## src/rtl/pseudo_softmax_stream.sv

```systemverilog
// pseudo_softmax_stream
//
// Streaming, time-multiplexed pseudo-softmax over log-domain inputs.
// A vector of 1..DEPTH elements x_i (each standing for 2^x_i) is buffered
// while the exact sum S is accumulated.  S is then normalised to 1.M * 2^E,
// and one result per element is emitted as an exponent offset E - x_i
// together with a shared reciprocal mantissa r, where 0.r ~= 1 - 0.M/2.
//
// Ports:
//   clk        rising-edge clock
//   rst        asynchronous active-high reset
//   in_valid   input element valid
//   in_ready   block accepts input (only while collecting)
//   in_data    x_i, unsigned IN_WIDTH
//   in_last    final element of the vector
//   out_valid  result valid
//   out_ready  consumer accepts result
//   out_exp    E - x_i for the current element
//   out_mant   reciprocal mantissa r, shared by the whole vector
//   out_last   final result of the vector
//   busy       high while normalising or emitting
module pseudo_softmax_stream #(
    parameter int DEPTH      = 8,
    parameter int IN_WIDTH   = 4,
    parameter int EXP_WIDTH  = 5,
    parameter int MANT_WIDTH = 3
) (
    input  logic                  clk,
    input  logic                  rst,
    input  logic                  in_valid,
    output logic                  in_ready,
    input  logic [IN_WIDTH-1:0]   in_data,
    input  logic                  in_last,
    output logic                  out_valid,
    input  logic                  out_ready,
    output logic [EXP_WIDTH-1:0]  out_exp,
    output logic [MANT_WIDTH-1:0] out_mant,
    output logic                  out_last,
    output logic                  busy
);

    localparam int CNT_W = (DEPTH > 1) ? $clog2(DEPTH) : 1;
    localparam int ACC_W = (1 << IN_WIDTH) + CNT_W;
    localparam int IDX_W = (ACC_W > 1) ? $clog2(ACC_W) : 1;

    localparam logic [CNT_W-1:0] LAST_SLOT = CNT_W'(DEPTH - 1);

    localparam logic [1:0] ST_COLLECT = 2'd0;
    localparam logic [1:0] ST_NORM    = 2'd1;
    localparam logic [1:0] ST_EMIT    = 2'd2;

    logic [1:0]            state;
    logic [IN_WIDTH-1:0]   data_buf [DEPTH];
    logic [ACC_W-1:0]      acc;
    logic [CNT_W-1:0]      wr_cnt;
    logic [CNT_W-1:0]      rd_idx;
    logic [CNT_W-1:0]      last_idx;
    logic [EXP_WIDTH-1:0]  e_reg;
    logic [MANT_WIDTH-1:0] r_reg;
    logic                  in_ready_q;

    logic [EXP_WIDTH-1:0]  e_next;
    logic [MANT_WIDTH-1:0] m_next;
    logic [MANT_WIDTH-1:0] r_next;

    // Normalisation of the accumulated sum.  The highest set bit of acc gives
    // E; the MANT_WIDTH bits right below it form the truncated fraction M,
    // with positions below bit 0 reading as zero for small sums.  The
    // reciprocal is a single-segment line: r = all-ones - M/2.
    always_comb begin
        int lead;
        int idx;
        lead   = 0;
        idx    = 0;
        m_next = '0;
        for (int i = 0; i < ACC_W; i++) begin
            if (acc[i]) begin
                lead = i;
            end
        end
        for (int j = 0; j < MANT_WIDTH; j++) begin
            idx = lead - 1 - j;
            if (idx >= 0) begin
                m_next[MANT_WIDTH-1-j] = acc[IDX_W'(idx)];
            end
        end
        e_next = EXP_WIDTH'(lead);
        r_next = {MANT_WIDTH{1'b1}} - (m_next >> 1);
    end

    // Main controller.  in_ready is held in a flop so that it is low during
    // reset, rises on the first edge after release, and is re-armed on the
    // same edge that accepts the final result, giving bubble-free turnaround.
    // A full buffer closes the vector regardless of in_last.
    always_ff @(posedge clk or posedge rst) begin
        if (rst) begin
            state      <= ST_COLLECT;
            in_ready_q <= 1'b0;
            acc        <= '0;
            wr_cnt     <= '0;
            rd_idx     <= '0;
            last_idx   <= '0;
            e_reg      <= '0;
            r_reg      <= '0;
            for (int i = 0; i < DEPTH; i++) begin
                data_buf[i] <= '0;
            end
        end else begin
            case (state)
                ST_COLLECT: begin
                    in_ready_q <= 1'b1;
                    if (in_valid && in_ready_q) begin
                        data_buf[wr_cnt] <= in_data;
                        acc              <= acc + (ACC_W'(1) << in_data);
                        wr_cnt           <= wr_cnt + 1'b1;
                        if (in_last || (wr_cnt == LAST_SLOT)) begin
                            last_idx   <= wr_cnt;
                            state      <= ST_NORM;
                            in_ready_q <= 1'b0;
                        end
                    end
                end
                ST_NORM: begin
                    e_reg  <= e_next;
                    r_reg  <= r_next;
                    rd_idx <= '0;
                    state  <= ST_EMIT;
                end
                ST_EMIT: begin
                    if (out_ready) begin
                        if (rd_idx == last_idx) begin
                            acc        <= '0;
                            wr_cnt     <= '0;
                            rd_idx     <= '0;
                            state      <= ST_COLLECT;
                            in_ready_q <= 1'b1;
                        end else begin
                            rd_idx <= rd_idx + 1'b1;
                        end
                    end
                end
                default: begin
                    state      <= ST_COLLECT;
                    in_ready_q <= 1'b0;
                end
            endcase
        end
    end

    // Outputs decode registered state only; results are forced to zero
    // outside EMIT so nothing stale is visible between vectors.
    assign in_ready  = in_ready_q;
    assign out_valid = (state == ST_EMIT);
    assign out_exp   = out_valid ? (e_reg - EXP_WIDTH'(data_buf[rd_idx])) : '0;
    assign out_mant  = out_valid ? r_reg : '0;
    assign out_last  = out_valid && (rd_idx == last_idx);
    assign busy      = (state != ST_COLLECT);

endmodule

```

## config.mk

```make
export PLATFORM = sky130hd
export DESIGN_NAME = pseudo_softmax_stream
export DESIGN_NICKNAME = d
export VERILOG_FILES = /design/src/rtl/pseudo_softmax_stream.sv
export SDC_FILE = /design/constraint.sdc
export NUM_CORES = 1
export LEC_CHECK = 0
export ABC_AREA = 1
export CAP_MARGIN = 20
export CORE_MARGIN = 2
export CORE_UTILIZATION = 60
export DETAILED_ROUTE_END_ITERATION = 10
export HOLD_SLACK_MARGIN = 0.02
export PLACE_DENSITY = 0.84
export RECOVER_POWER = 25
export SLEW_MARGIN = 20
export SYNTH_ARGS = -nofsm -noshare
export SYNTH_HDL_FRONTEND = slang
export SYNTH_SLANG_ARGS = --single-unit
```

## constraint.sdc

```tcl
create_clock -name clk -period 7.5 [get_ports clk]
set_clock_uncertainty 0.1 [all_clocks]
set_input_delay 2.25 -clock clk [delete_from_list [all_inputs] [get_ports clk]]
set_output_delay 2.25 -clock clk [all_outputs]
set_load 0.1 [all_outputs]
```

==> Flow_metrics.wiki <==
{| class="wikitable"
! Metric !! Value
|-
| IO buf count || 20
|-
| Relative max-transition margin || -153.4%
|-
| Final Hold Fails || 0
|-
| Drt first-iter violations || 399
|-
| Logic depth of the worst path, buffers included || 16
|-
| Final Setup Violations || 0
|-
| Series of cell instances along the critical path || inv_1, o21ai_0, o22ai_1, nor2_1, a31oi_1, ha_1, inv_1, fa_1, nand2_1, inv_1, nor2_1, nor2_1, nor2_1, o21ai_0, a21oi_1, clkdlybuf4s50_1
|-
| Overall overflow remaining after global route || 0
|-
| Async SR Flop Fraction || 100.0%
|-
| Clock Latency Late Sink || 360 ps
|-
| Number of cells in the design after placement || 776
|-
| Per-instance average area after synthesis || 7.189 sq um
|-
| Wire length reported by the detailed router || 12220 um
|-
| Number of standard-cell rows in the floorplan || 32
|-
| Measured slew at the worst slew-check pin || 3802 ps
|-
| Slowest cell on crit path || clkdlybuf4s50_1
|-
| Category of the worst setup path launch point || register
|-
| Layout net count || 722
|-
| Number of buffers on the longest clock path || 2
|-
| Startpoint of the lowest-slack register-to-register path || acc[2]$_DFFE_PP0P_
|-
| Average routed wire per standard cell || 15.43 um
|-
| Ratio of final minimum period to clock period || 87.84%
|-
| Area growth, synth to finish || 9.220%
|-
| RSZ-0062 raised after global routing || false
|-
| Last element of the critical path || out_exp[4]
|-
| Final setup slack of the worst path || 911.8 ps
|-
| CP Buf/Inv Count || 4
|-
| CTS H-tree lvls || 3
|-
| Vias in the first global route || 4371
|-
| Synthesis Warnings || 0
|-
| Crit-path most repeated cell || nor2_1
|-
| Fraction of layout cells with a size suffix above 1 || 5.652%
|-
| Pin count of the biggest net entering global routing || 72
|-
| Sequential area share after synthesis || 36.78%
|-
| Delay-heaviest family, CP || buffers and inverters
|-
| Reg2reg end || r_reg[0]$_DFFE_PP0P_
|-
| Post-synthesis cell count || 672
|-
| First-pass iteration count of the detailed router || 5
|-
| Number of antenna violations at the first check in global routing || 0
|-
| Critical Path AT || 4240 ps
|-
| Post-cts gate resize count || 0
|-
| Largest register FFs || 32
|-
| Fin cells || 792
|-
| Initial cell density of the core || 62.19%
|-
| Hold bufs inserted after CTS || 0
|-
| Predominant post-synthesis flop cell || dfrtp_1
|-
| CTS sink count || 71
|-
| Gp weighted congestion || 0.8976
|-
| Number of buffers created by CTS || 9
|-
| Number of ports placed on the die boundary || 21
|-
| Status || finished with violations
|-
| Final HPWL DP || 9172 um
|-
| Largest stage delay on the critical path || 1150 ps
|-
| First-pass GRT wire length || 20890 um
|-
| Clock-pin slew on the worst setup and hold paths || 90 ps
|-
| Number of synthesized flops with an enable pin || 0
|-
| Height of the die || 93.73 um
|-
| Post-synthesis cell area || 4831 sq um
|-
| Summed negative setup slack over all endpoints || 0 ps
|-
| Remaining design rule violation count || 0
|-
| Synthesized net count || 709
|-
| Largest fanout of any net on the critical path || 19
|-
| Number of max-cap violations || 1
|-
| CTS tree || yes
|-
| DR vias/cell || 5.753
|-
| Total Die Area || 8785 sq um
|-
| Die W || 93.73 um
|-
| Minimum period implied by the final worst setup slack || 6588 ps
|-
| Count of inserted antenna diode cells || 0
|-
| Number of distinct library cells after synthesis || 40
|-
| Critical path class || reg2out
|-
| Logic depth of the worst register-to-register path || 28
|-
| Required time worst endpoint || 5150 ps
|-
| Clock tree root buffer cell || clkbuf_8
|-
| Post-CTS repair timing setup buffer count || 0
|-
| Number of vias after detailed routing || 4556
|-
| Violated checks || max-capacitance violations, max-slew violations
|-
| Synthesis-stage register bit count || 71
|-
| Flop2flop setup slack || 3390 ps
|-
| Kind of end point of the critical path || output port
|-
| ANT nets after route || 0
|-
| Max Transition Viols Final || 72
|-
| Class of the most critical hold timing path || reg2reg
|-
| Maximum frequency from static timing analysis || 0.1518 GHz
|-
| Overall Global Routing Usage || 30.43%
|-
| Placeable Area || 7767 sq um
|-
| Critical Path Source || rd_idx[0]$_DFFE_PP0P_
|-
| Setup Slack @ Placement || 1336 ps
|}
## stage by stage
step | hold WS [ps] | util (%) | area, sq um
final | 379.7 | 67.93 | 5276
after global routing | 406.5 | 67.93 | 5276
after CTS | 392.6 | 68.17 | 5295
after detailed placement | 370.8 | 65.14 | 5060
after global placement | 335.6 | 65.14 | 5060
after floorplan | 322.9 | - | 4831
## how the worst min path moves through the flow
stage,start,to,slack (ps),cells after the start
2_1_floorplan,r_reg[2]$_DFFE_PP0P_,r_reg[2]$_DFFE_PP0P_,320,2
3_3_place_gp,r_reg[2]$_DFFE_PP0P_,r_reg[2]$_DFFE_PP0P_,340,2
3_5_place_dp,r_reg[2]$_DFFE_PP0P_,r_reg[2]$_DFFE_PP0P_,370,2
4_1_cts,r_reg[2]$_DFFE_PP0P_,r_reg[2]$_DFFE_PP0P_,390,2
5_1_grt,r_reg[2]$_DFFE_PP0P_,r_reg[2]$_DFFE_PP0P_,410,2
6_report,r_reg[2]$_DFFE_PP0P_,r_reg[2]$_DFFE_PP0P_,380,2
## placed cells by master (no fill, tap or decap), types with 4 or more instances in the layout
cell	synthesis	final
inv_2	5	5
o21ai_1	5	4
ha_1	26	26
nand3_1	61	61
dfrtp_1	71	71
nand2_4	5	4
xnor2_1	6	6
clkbuf_8	0	9
nor2_1	80	80
a21oi_1	27	27
nand2_1	159	161
o22ai_1	16	16
o21ai_0	79	80
clkdlybuf4s50_1	0	18
inv_1	70	69
## metal layers
layer,part of all wire (%),vias up,global-route usage (%)
met5,0,-,0
met4,2.5,0,12.08
met3,7.5,26,4.334
met2,44,174,46.07
met1,46,2111,44.14
li1,-,2245,-
## cell families (layout without fill, tap and decap cells)
logic type | after synthesis | count (layout) | synth area share (%)
buffers and inverters | 96 | 114 | 8.262
adders and majority gates | 28 | 28 | 7.563
DFF | 71 | 71 | 36.78
xor gates and xnor gates | 9 | 9 | 1.632
and+or+nand+nor | 326 | 326 | 29.68
AOI/OAI and AO/OA | 142 | 142 | 16.08
## Yosys cell counts, types with 5 or more instances
master,n,area share [%]
inv_2,5,0.39
o21ai_1,5,0.52
xnor2_1,6,1.1
inv_1,70,5.4
dfrtp_1,71,37
o22ai_1,16,2.1
nor2_1,80,6.2
nand3_1,61,6.3
clkbuf_1,12,0.93
a21oi_1,27,2.8
o21ai_0,79,8.2
ha_1,26,6.7
nand2_4,5,1.2
nand2_1,159,12
## cell type report
cell class              instances  area, sq um
multi-input cells             505         2640
fillers                       683         2491
flip-flops and latches         71         1777
inverters                      76        285.3
repair buffers                 22        211.5
well taps                     102        127.6
clock buffers                   9        123.9
clock inverters                 7        111.4
## worst register-to-register path: cells and delay by family (launching register included)
kind / cells / cell delay [ps]
buffers and inverters: 3 / 500
AO/OA/AOI/OAI: 2 / 330
adder cells (fa/ha/maj): 1 / 530
flip-flops: 1 / 460
AND/OR/NAND/NOR: 22 / 2110
Power is left out: the tool's default activity adds up to more than one toggle a clock period on the data nets, which glitch-free logic cannot reach.
